File: config.mk
export PLATFORM = sky130hd
export DESIGN_NAME = episode_scheduler_flat
export DESIGN_NICKNAME = d
export VERILOG_FILES = /design/src/rtl/episode_scheduler_pkg.sv /design/src/rtl/episode_scheduler_if.sv /design/src/rtl/episode_scheduler_eps_decay_sat.sv /design/src/rtl/episode_scheduler.sv /design/src/flat_wrapper.sv
export SDC_FILE = /design/constraint.sdc
export NUM_CORES = 1
export LEC_CHECK = 0
export CORE_ASPECT_RATIO = 1.1
export CORE_MARGIN = 3
export CORE_UTILIZATION = 55
export DETAILED_ROUTE_END_ITERATION = 10
export GPL_TIMING_DRIVEN = 0
export PLACE_DENSITY = 0.85
export SETUP_SLACK_MARGIN = 0.4
export SLEW_MARGIN = 20
export SYNTH_ARGS = -nofsm -noshare
export SYNTH_HDL_FRONTEND = slang
export SYNTH_SLANG_ARGS = --single-unit
File: constraint.sdc
create_clock -name clk -period 3.8 [get_ports clk]
set_input_delay 0.76 -clock clk [delete_from_list [all_inputs] [get_ports clk]]
set_output_delay 0.76 -clock clk [all_outputs]
set_load 0.05 [all_outputs]
File: src/rtl/episode_scheduler_pkg.sv
// Shared parameters and state encoding for the episode scheduler.
// Holds the legacy loop constants alongside the scheduler defaults.
package episode_scheduler_pkg;

  localparam int COUNTER_WIDTH  = 16;
  localparam int NUMBER_OF_LOOP = 1000;

  localparam int EP_W_DEF      = COUNTER_WIDTH;
  localparam int STEP_W_DEF    = 8;
  localparam int MAX_STEPS_DEF = 64;
  localparam int EPS_W_DEF     = 16;

  localparam logic [15:0] EPS_INIT_DEF  = 16'hFFFF;
  localparam logic [15:0] EPS_DECAY_DEF = 16'd64;
  localparam logic [15:0] EPS_MIN_DEF   = 16'd1638;

  typedef enum logic [2:0] {
    S_IDLE,
    S_ISSUE,
    S_WAIT,
    S_WRITE,
    S_DONE
  } state_t;

  function automatic logic is_busy(input state_t s);
    return (s == S_ISSUE) || (s == S_WAIT) || (s == S_WRITE);
  endfunction

endpackage

File: src/rtl/episode_scheduler_if.sv
// Control/status bundle between the scheduler and the training pipeline.
// The slave modport is the scheduler's view; master is the pipeline's view.
interface episode_scheduler_if
  import episode_scheduler_pkg::*;
#(
  parameter int EP_W   = EP_W_DEF,
  parameter int STEP_W = STEP_W_DEF,
  parameter int EPS_W  = EPS_W_DEF
);

  logic              i_start;
  logic              i_abort;
  logic              i_step_valid;
  logic              i_terminal;
  logic              i_write_done;

  logic              o_step_valid;
  logic [EP_W-1:0]   o_episode;
  logic [STEP_W-1:0] o_step;
  logic [EPS_W-1:0]  o_epsilon;
  logic [STEP_W:0]   o_last_len;
  logic              o_write_req;
  logic              o_busy;
  logic              o_done;

  modport slave (
    input  i_start, i_abort, i_step_valid, i_terminal, i_write_done,
    output o_step_valid, o_episode, o_step, o_epsilon, o_last_len,
           o_write_req, o_busy, o_done
  );

  modport master (
    output i_start, i_abort, i_step_valid, i_terminal, i_write_done,
    input  o_step_valid, o_episode, o_step, o_epsilon, o_last_len,
           o_write_req, o_busy, o_done
  );

endinterface

File: src/rtl/episode_scheduler_eps_decay_sat.sv
// Exploration-rate decay: subtract a fixed step and clamp at a floor.
// The compare before subtraction keeps an unsigned wrap from escaping the clamp.
module eps_decay_sat #(
  parameter int               EPS_W     = 16,
  parameter logic [EPS_W-1:0] EPS_DECAY = '0,
  parameter logic [EPS_W-1:0] EPS_MIN   = '0
) (
  input  logic [EPS_W-1:0] i_eps,
  output logic [EPS_W-1:0] o_eps
);

  logic [EPS_W-1:0] w_diff;
  logic             w_underflow;

  assign w_diff      = i_eps - EPS_DECAY;
  assign w_underflow = (i_eps < EPS_DECAY);
  assign o_eps       = (w_underflow || (w_diff < EPS_MIN)) ? EPS_MIN : w_diff;

endmodule

File: src/rtl/episode_scheduler.sv
// Training-run sequencer: issues steps, tracks episodes, decays epsilon and
// requests a Q-table dump when the last episode ends.
module episode_scheduler
  import episode_scheduler_pkg::*;
#(
  parameter int               NUM_EPISODES = NUMBER_OF_LOOP,
  parameter int               MAX_STEPS    = MAX_STEPS_DEF,
  parameter int               EP_W         = EP_W_DEF,
  parameter int               STEP_W       = STEP_W_DEF,
  parameter int               EPS_W        = EPS_W_DEF,
  parameter logic [EPS_W-1:0] EPS_INIT     = EPS_W'(EPS_INIT_DEF),
  parameter logic [EPS_W-1:0] EPS_DECAY    = EPS_W'(EPS_DECAY_DEF),
  parameter logic [EPS_W-1:0] EPS_MIN      = EPS_W'(EPS_MIN_DEF)
) (
  input logic                clk,
  input logic                rst,
  episode_scheduler_if.slave bus
);

  state_t            r_state, w_state_nxt;
  logic [EP_W-1:0]   r_episode, w_episode_nxt;
  logic [STEP_W-1:0] r_step, w_step_nxt;
  logic [EPS_W-1:0]  r_epsilon, w_epsilon_nxt;
  logic [STEP_W:0]   r_last_len, w_last_len_nxt;
  logic              r_step_valid, r_write_req, r_busy, r_done;
  logic [EPS_W-1:0]  w_eps_decayed;
  logic              w_step_last, w_ep_last;

  eps_decay_sat #(
    .EPS_W    (EPS_W),
    .EPS_DECAY(EPS_DECAY),
    .EPS_MIN  (EPS_MIN)
  ) u_eps_decay (
    .i_eps(r_epsilon),
    .o_eps(w_eps_decayed)
  );

  assign w_step_last = (r_step == STEP_W'(MAX_STEPS - 1));
  assign w_ep_last   = (r_episode == EP_W'(NUM_EPISODES - 1));

  always_comb begin
    // NOTE: every always_comb output gets a default first so no path can infer a latch.
    w_state_nxt    = r_state;
    w_episode_nxt  = r_episode;
    w_step_nxt     = r_step;
    w_epsilon_nxt  = r_epsilon;
    w_last_len_nxt = r_last_len;

    if (bus.i_abort) begin
      w_state_nxt = S_IDLE;
    end else begin
      unique case (r_state)
        S_IDLE, S_DONE: begin
          if (bus.i_start) begin
            w_state_nxt   = S_ISSUE;
            w_episode_nxt = '0;
            w_step_nxt    = '0;
            w_epsilon_nxt = EPS_INIT;
          end
        end
        S_ISSUE: w_state_nxt = S_WAIT;
        S_WAIT: begin
          if (bus.i_step_valid) begin
            if (bus.i_terminal || w_step_last) begin
              w_last_len_nxt = (STEP_W + 1)'(r_step) + (STEP_W + 1)'(1);
              w_step_nxt     = '0;
              w_epsilon_nxt  = w_eps_decayed;
              if (w_ep_last) begin
                w_state_nxt = S_WRITE;
              end else begin
                w_episode_nxt = r_episode + EP_W'(1);
                w_state_nxt   = S_ISSUE;
              end
            end else begin
              w_step_nxt  = r_step + STEP_W'(1);
              w_state_nxt = S_ISSUE;
            end
          end
        end
        S_WRITE: begin
          if (bus.i_write_done) w_state_nxt = S_DONE;
        end
        default: w_state_nxt = S_IDLE;
      endcase
    end
  end

  // Flags are decoded from the next state so they are registered yet line up with it.
  always_ff @(posedge clk or posedge rst) begin
    if (rst) begin
      r_state      <= S_IDLE;
      r_episode    <= '0;
      r_step       <= '0;
      r_epsilon    <= EPS_INIT;
      r_last_len   <= '0;
      r_step_valid <= 1'b0;
      r_write_req  <= 1'b0;
      r_busy       <= 1'b0;
      r_done       <= 1'b0;
    end else begin
      // NOTE: non-blocking assignments keep every register sampling pre-edge values.
      r_state      <= w_state_nxt;
      r_episode    <= w_episode_nxt;
      r_step       <= w_step_nxt;
      r_epsilon    <= w_epsilon_nxt;
      r_last_len   <= w_last_len_nxt;
      r_step_valid <= (w_state_nxt == S_ISSUE);
      r_write_req  <= (w_state_nxt == S_WRITE);
      r_busy       <= is_busy(w_state_nxt);
      r_done       <= (w_state_nxt == S_DONE);
    end
  end

  assign bus.o_step_valid = r_step_valid;
  assign bus.o_episode    = r_episode;
  assign bus.o_step       = r_step;
  assign bus.o_epsilon    = r_epsilon;
  assign bus.o_last_len   = r_last_len;
  assign bus.o_write_req  = r_write_req;
  assign bus.o_busy       = r_busy;
  assign bus.o_done       = r_done;

endmodule

File: src/flat_wrapper.sv
// flat-port wrapper written by rule: the top's interface ports become plain ports
module episode_scheduler_flat import episode_scheduler_pkg::*;
#(
  parameter int               NUM_EPISODES = NUMBER_OF_LOOP,
  parameter int               MAX_STEPS    = MAX_STEPS_DEF,
  parameter int               EP_W         = EP_W_DEF,
  parameter int               STEP_W       = STEP_W_DEF,
  parameter int               EPS_W        = EPS_W_DEF,
  parameter logic [EPS_W-1:0] EPS_INIT     = EPS_W'(EPS_INIT_DEF),
  parameter logic [EPS_W-1:0] EPS_DECAY    = EPS_W'(EPS_DECAY_DEF),
  parameter logic [EPS_W-1:0] EPS_MIN      = EPS_W'(EPS_MIN_DEF)
)
  (clk, rst, bus_i_start, bus_i_abort, bus_i_step_valid, bus_i_terminal, bus_i_write_done, bus_o_step_valid, bus_o_episode, bus_o_step, bus_o_epsilon, bus_o_last_len, bus_o_write_req, bus_o_busy, bus_o_done);
  episode_scheduler_if #(.EP_W(EP_W), .STEP_W(STEP_W), .EPS_W(EPS_W)) bus_i ();
  input logic clk;
  input logic rst;
  input wire logic [$bits(bus_i.i_start)-1:0] bus_i_start;
  input wire logic [$bits(bus_i.i_abort)-1:0] bus_i_abort;
  input wire logic [$bits(bus_i.i_step_valid)-1:0] bus_i_step_valid;
  input wire logic [$bits(bus_i.i_terminal)-1:0] bus_i_terminal;
  input wire logic [$bits(bus_i.i_write_done)-1:0] bus_i_write_done;
  output wire logic [$bits(bus_i.o_step_valid)-1:0] bus_o_step_valid;
  output wire logic [$bits(bus_i.o_episode)-1:0] bus_o_episode;
  output wire logic [$bits(bus_i.o_step)-1:0] bus_o_step;
  output wire logic [$bits(bus_i.o_epsilon)-1:0] bus_o_epsilon;
  output wire logic [$bits(bus_i.o_last_len)-1:0] bus_o_last_len;
  output wire logic [$bits(bus_i.o_write_req)-1:0] bus_o_write_req;
  output wire logic [$bits(bus_i.o_busy)-1:0] bus_o_busy;
  output wire logic [$bits(bus_i.o_done)-1:0] bus_o_done;
  assign bus_i.i_start = bus_i_start;
  assign bus_i.i_abort = bus_i_abort;
  assign bus_i.i_step_valid = bus_i_step_valid;
  assign bus_i.i_terminal = bus_i_terminal;
  assign bus_i.i_write_done = bus_i_write_done;
  assign bus_o_step_valid = bus_i.o_step_valid;
  assign bus_o_episode = bus_i.o_episode;
  assign bus_o_step = bus_i.o_step;
  assign bus_o_epsilon = bus_i.o_epsilon;
  assign bus_o_last_len = bus_i.o_last_len;
  assign bus_o_write_req = bus_i.o_write_req;
  assign bus_o_busy = bus_i.o_busy;
  assign bus_o_done = bus_i.o_done;
  episode_scheduler #(.NUM_EPISODES(NUM_EPISODES), .MAX_STEPS(MAX_STEPS), .EP_W(EP_W), .STEP_W(STEP_W), .EPS_W(EPS_W), .EPS_INIT(EPS_INIT), .EPS_DECAY(EPS_DECAY), .EPS_MIN(EPS_MIN)) u_core (.clk(clk), .rst(rst), .bus(bus_i));
endmodule
==> results of run 1 <==
==> cells by family after synthesis <==
| kind of cell | Yosys count | share of synthesized area, % |
|---|---|---|
| adders and majority gates | 4 | 1.73 |
| buffers and inverters | 27 | 4.76 |
| muxes | 2 | 0.735 |
| AOI/OAI and AO/OA | 69 | 15.4 |
| xor gates and xnor gates | 18 | 5.45 |
| DFF | 52 | 45.5 |
| and+or+nand+nor | 139 | 26.4 |
==> per-layer routing <==
| layer | wire, um | part of all wire (%) |
|---|---|---|
| met1 | 2910 | 44 |
| met2 | 3380 | 51 |
| met3 | 272 | 4.1 |
| met4 | 99 | 1.5 |
| met5 | 0 | 0 |
==> power by group through the flow <==
stage | Sequential (mW) | Clock (mW) | Combinational (mW)
4_1_cts | 0.615 | 0.414 | 0.347
5_1_grt | 0.620 | 0.434 | 0.372
6_report | 0.615 | 0.406 | 0.345
3_5_place_dp | 0.624 | 0 | 0.346
2_1_floorplan | 0.716 | 0 | 0.147
3_3_place_gp | 0.624 | 0 | 0.336
==> worst max path at each step <==
stage / from / end / cells past startpoint / slack [ns]
6_report: u_core.bus.o_epsilon[12] / u_core.bus.o_epsilon[4] / 6 / 0.99
3_3_place_gp: bus_i_start / u_core.bus.o_epsilon[13] / 7 / 0.72
3_5_place_dp: bus_i_start / u_core.bus.o_epsilon[13] / 7 / 0.69
2_1_floorplan: u_core.bus.o_epsilon[6] / u_core.bus.o_epsilon[4] / 8 / 1.34
5_1_grt: u_core.bus.o_epsilon[12] / u_core.bus.o_epsilon[4] / 6 / 0.80
4_1_cts: bus_i_start / u_core.bus.o_epsilon[13] / 7 / 1.01
==> sequential cells by signal, indices dropped and copies added (netlist names) <==
name,count
u_core.bus.o_step,8
u_core.bus.o_busy,1
u_core.bus.o_epsilon,12
u_core.bus.o_write_req,1
u_core.bus.o_done,1
u_core.r_state,3
u_core.bus.o_step_valid,1
u_core.bus.o_last_len,9
u_core.bus.o_episode,16
==> metrics by stage <==
step                      utilization [%]  power [mW]
final                                73.5        1.37
after global routing                 73.5        1.43
after CTS                            73.5        1.38
after detailed placement             71.1       0.971
after global placement               70.7       0.960
after floorplan                         -       0.863
==> worst register-to-register path, stage by stage (launching register included) <==
cell and delay [ns]:
dfstp_2 0.41, or4_1 0.59, nor4_1 0.29, xor2_1 0.18, nor4_1 0.82, o21ai_1 0.24, a21o_1 0.22
==> layout make-up <==
type                    count  area, sq um
plain buffers              16         96.3
clock buffers               6         82.6
clock inverters             2         38.8
fillers                   371         1340
inverters                  11         41.3
multi-input cells         232         1440
flip-flops and latches     52         1320
well taps                  58         72.6
repair buffers             60          611
==> cells in the final DEF, fill, tap and decap left out, types with 2 or more instances in the layout <==
cell             Yosys  layout
nor2_1              30      30
inv_1               11      10
a221oi_1             2       2
nor3_1              11      11
nor4b_1              3       3
nor2b_1              3       3
clkbuf_1             5       5
or3_1                8       8
nor3_2               6       6
buf_2                5       5
a21oi_1             12      12
xnor2_1             15      15
o21ai_1              3       3
or3b_1               2       2
nor3b_1              4       4
nor4_1               7       7
clkbuf_8             0       6
buf_6                2       2
and2_1               3       3
a21o_1               4       4
nand4_1              5       5
or4_1                2       2
buf_4                4       4
o21ai_0             28      28
ha_1                 4       4
dfstp_2             12      12
dfrtp_1             40      40
nand3_1             13      13
clkdlybuf4s50_1      0      59
nand2_1             27      27
or2_2                3       3
and3_1               4       4
xor2_1               3       3
nand2b_1             3       3
a31oi_1              2       2
==> results_dict.tcl, run 1 <==
set metrics [dict create \
    synth_warnings 0 \
    slew_headroom_pct 34.6 \
    fmax_ghz 0.355 \
    die_h_um 82.1 \
    slew_viol_final 0 \
    rsz0062_at_grt "no" \
    synth_largest_area_cell "dfrtp_1" \
    path_clk_slew_ns 0.10 \
    outcome "completed" \
    tritoncts "done" \
    core.rowCount 27 \
    synthTopCellsByArea "dfrtp_1, dfstp_2, o21ai_0, xnor2_1, nor2_1" \
    endpoint_kind "register" \
    synth_nets 322 \
    post-route-period-util_pct 74.0 \
    grt_busiest_layer "met2" \
    final.setup.worst_slack_ns 0.987 \
    synth_ff_type "dfrtp_1" \
    grt_pass1_wl_um 11300 \
    finalInstanceArea_sq_mm 0.00370 \
    layout.nets 389 \
    syn_inst 311 \
    post-place-ws_ns 0.685 \
    dp.cells 429 \
    power_density_mw_per_mm2 369 \
    die_area_sq_mm 0.00617 \
    cts_root_buf "clkbuf_8" \
    post-cts-setup-buffers 0 \
    grt_use_met2_pct 39.6 \
    synth_area_sq_mm 0.00289 \
    vias_per_cell 5.89 \
    cp_num_buf_inv 0 \
    cp.arrival_ns 3.07 \
    synth_cell_types 58 \
    num_antenna_cells 0 \
    synth_edf_count 0 \
    start_util_pct 57.5 \
    hold_viol_final 0 \
    synth_seq_cells 52 \
    io_pins 60 \
    cpMostUsedCell "nor4_1" \
    grt_overflow 0 \
    grt_pass1_vias 2441 \
    post_synth.cell_area_avg_sq_um 9.31 \
    rr_worst_depth 6 \
    intPower_mw 0.924 \
    pwr-share-seq_pct 45.0 \
    async_flop_share_pct 100 \
    vias 2572 \
    ctsHoldBuffers 0 \
    yosysSeqAreaShare_pct 45.5 \
    period_needed_ns 2.81 \
    crit_fanout 6 \
    avgRoutedWirePerCell_um 15.2 \
    antenna_found_initial 0 \
    switchingPower_mw 0.441 \
    drv_cap 0 \
    hold_ws_ns 0.491 \
    required_ns 4.05 \
    use_met3_pct 3.79 \
    comb_power_share_pct 25.2 \
    worstMarginPinSlew_ns 0.972 \
    track_usage_pct 23.5 \
    worst-r2r-setup-slack_ns 0.99 \
    hpwlAfterDp_um 4860 \
    hold_depth 2 \
    setup_tns_ns 0 \
    power_leakage_nw 1.49 \
    syn_to_final_growth_pct 27.8 \
    numCtsBuffers 5 \
    drive_above_1_share_pct 12.7 \
    ir_drop_v 0.000338 \
    synth.most_common_cell "dfrtp_1" \
    p_sw_share_pct 32.3 \
    drc_errors 0 \
    cts-resized-gates 0 \
    h-tree-depth 2 \
    grt_max_degree 29 \
    gp_congestion 0.884 \
    slowest_stage "nor4_1" \
    hp-class "register to register" \
    synth_common_cells "dfrtp_1, nor2_1, o21ai_0" \
    met1_usage_pct 30.9 \
    clk_latency_ns 0.31 \
    io_buffers 59 \
    drtAntennaViolNets 0 \
    coreArea_sq_mm 0.00503 \
    whs_endpoint "u_core.bus.o_last_len[8]" \
    placed_area_sq_mm 0.00358 \
    instances_no_fill 437 \
    cts_num_sinks 52 \
    worstReg2RegStart "u_core.bus.o_epsilon[12]" \
    fin_skew_ns 0.00462 \
    synth_top_area_share_pct 34.6 \
    drt-pass1-iter-count 4 \
    p_clk_share_pct 29.7 \
    wl_um 6660 \
    cp-start-kind "register" \
    regToRegEndpoint "u_core.bus.o_epsilon[4]" \
    die_w_um 75.2 \
    setup_violations 0 \
    critical-path-top-delay-family "simple AND/OR/NAND/NOR gates" \
    hp-start "u_core.bus.o_last_len[8]" \
    first_iter_violations 125 \
    cts_buffer_depth 2 \
    worstPathCellList "or4_1 > nor4_1 > xor2_1 > nor4_1 > o21ai_1 > a21o_1" \
    crit_type "register to register" \
    slowest_delay_ns 0.82 \
]
(Power assumes the default switching activity.)
==> run 2: changes to the inputs <==
Settings changed: CORE_UTILIZATION 55 to 51, PLACE_DENSITY 0.85 to 0.8.
Clock period 3.8 ns to 2.7 ns, I/O delays scaled along.
==> run 2 against run 1 <==
  * Combinational power increased by 50%
  * Clock power is 80% higher
  * Utilization up 0.35 points
  * Global-route usage decreased by 0.91 points
  * Sequential share of layout area is 2.7 points lower
  * Non-clock buffer count increased by 10
  * Die area rose by 7.2%
  * Final area grew 8.4%
  * Hold slack got worse by 0.011 ns
  * Clock skew increased by 0.0041 ns
  * Sequential cell count unchanged
  * Register-to-register slack got worse by 0.52 ns
  * Critical path type is now register to output pin
  * Critical endpoint is now bus_o_epsilon[6]
  * Largest power group unchanged
  * Highest routed layer unchanged
==> results_dict.tcl, run 2 (synthesis results as in run 1) <==
set metrics [dict create \
    drt-pass1-iter-count 4 \
    period_needed_ns 2.25 \
    grt_pass1_vias 2525 \
    worstPathCellList "clkdlybuf4s50_1" \
    highest_layer "met4" \
    p_sw_share_pct 30.3 \
    met1Wirelength_um 3100 \
    num_antenna_cells 0 \
    io_buffers 59 \
    vias 2629 \
    core.rowCount 28 \
    power_leakage_nw 1.63 \
    ir_drop_v 0.000402 \
    slew_viol_final 0 \
    switchingPower_mw 0.641 \
    setup_tns_ns 0 \
    gp_congestion 0.857 \
    die_area_sq_mm 0.00662 \
    slowest_stage "clkdlybuf4s50_1" \
    placed_area_sq_mm 0.00361 \
    post-route-period-util_pct 83.3 \
    slowest_delay_ns 0.81 \
    syn_to_final_growth_pct 38.5 \
    drtAntennaViolNets 0 \
    rsz0062_at_grt "yes" \
    cts_buffer_depth 2 \
    antenna_found_initial 0 \
    dr_wl_met2_um 3830 \
    finalInstanceArea_sq_mm 0.00401 \
    required_ns 2.16 \
    p_clk_share_pct 34.5 \
    first_iter_violations 173 \
    endpoint_kind "output pin" \
    die_w_um 77.8 \
    cp_num_buf_inv 1 \
    hp-class "register to register" \
    io_pins 60 \
    avgRoutedWirePerCell_um 15.9 \
    path_clk_slew_ns 0.10 \
    mostFrequentLayoutCells "clkdlybuf4s50_1, dfrtp_1, nor2_1" \
    drive_above_1_share_pct 22.1 \
    h-tree-depth 2 \
    die_h_um 85.0 \
    coreArea_sq_mm 0.00543 \
    outcome "completed" \
    comb_power_share_pct 24.5 \
    final.setup.worst_slack_ns 0.450 \
    critical-path-top-delay-family "buffers and inverters" \
    clk_latency_ns 0.31 \
    tritoncts "done" \
    drc_errors 0 \
    setup_violations 0 \
    post-place-ws_ns -0.213 \
    start_util_pct 53.3 \
    pwr-share-seq_pct 41.0 \
    cp.arrival_ns 1.71 \
    track_usage_pct 22.6 \
    wl_um 7370 \
    hold_viol_final 0 \
    final_common_cell "clkdlybuf4s50_1" \
    fin_skew_ns 0.00874 \
    fmax_ghz 0.445 \
    grt_pass1_wl_um 12200 \
    finalPower_mw 2.12 \
    intPower_mw 1.48 \
    slew_headroom_pct 52.9 \
    grt_max_degree 33 \
    drv_cap 0 \
    grt_overflow 0 \
    cp-start-kind "register" \
    power_density_mw_per_mm2 528 \
    cts_num_sinks 52 \
    wl_met3_um 319 \
    numCtsBuffers 5 \
    worstMarginPinSlew_ns 0.706 \
    crit_type "register to output pin" \
    hpwlAfterDp_um 5050 \
    largest_reg_flops 16 \
    layout.nets 399 \
    ctsHoldBuffers 0 \
    vias_per_cell 5.67 \
    crit_fanout 5 \
    cts_root_buf "clkbuf_8" \
    hold_ws_ns 0.480 \
]
[run 2: cell types whose count changed in the layout (fill, tap and decap cells not counted), moves of 5 or more]
cell,previous run,this run
dlymetal6s2s_1,0,5
nor3_1,11,6
clkdlybuf4s50_1,59,48
dlygate4sd2_1,0,6
nor3_2,6,11
clkbuf_1,5,0
clkbuf_2,0,5
buf_4,4,15
[run 2: timing repair]
| item | in CTS | in global routing |
|---|---|---|
| cloned | 0 | 1 |
| setup endpoints to repair | 44 | 38 |
| gates resized for setup | 22 | 26 |
| pin swaps | 5 | 5 |
| setup buffers | 7 | 2 |
[run 2: worst paths after layout]
check | slack [ns] | endpoint | startpoint | cells after the start
worst min register to register | 0.48 | u_core.bus.o_last_len[8] | u_core.bus.o_last_len[8] | 2
max in group asynchronous | 1.41 | u_core.bus.o_epsilon[4] | rst | 3
worst max-delay path | 0.45 | bus_o_epsilon[6] | u_core.bus.o_epsilon[6] | 1
worst min-delay path | 0.48 | u_core.bus.o_last_len[8] | u_core.bus.o_last_len[8] | 2
worst max register to register | 0.47 | u_core.bus.o_episode[4] | u_core.r_state[0] | 8
min in group asynchronous | 0.66 | u_core.bus.o_last_len[2] | rst | 2
[run 2: routing by layer]
layer  track usage, %  up-vias
met5                0        -
li1                 -     1261
met2             38.2       67
met4             7.77        0
met1             29.0     1291
met3             4.35       10
[run 2: per-stage QoR]
step                      utilization, %  cells
after floorplan                        -    311
after global placement              66.1    445
after detailed placement            66.6    446
after CTS                           71.5    461
after global routing                73.8    464
final                               73.8    464
[run 2: layout make-up]
cell class,count,area [sq um]
multi-input cells,232,1590
fillers,404,1420
flip-flops and latches,52,1320
repair buffers,70,696
plain buffers,16,114
well taps,75,93.8
clock inverters,3,90.1
clock buffers,5,68.8
inverters,11,41.3
[run 2: power by group through the flow]
stage,logic (mW),clock network (mW),registers (mW)
4_1_cts,0.504,0.740,0.868
2_1_floorplan,0.206,0,1.01
3_5_place_dp,0.489,0,0.883
3_3_place_gp,0.477,0,0.880
6_report,0.518,0.731,0.868
5_1_grt,0.549,0.774,0.876
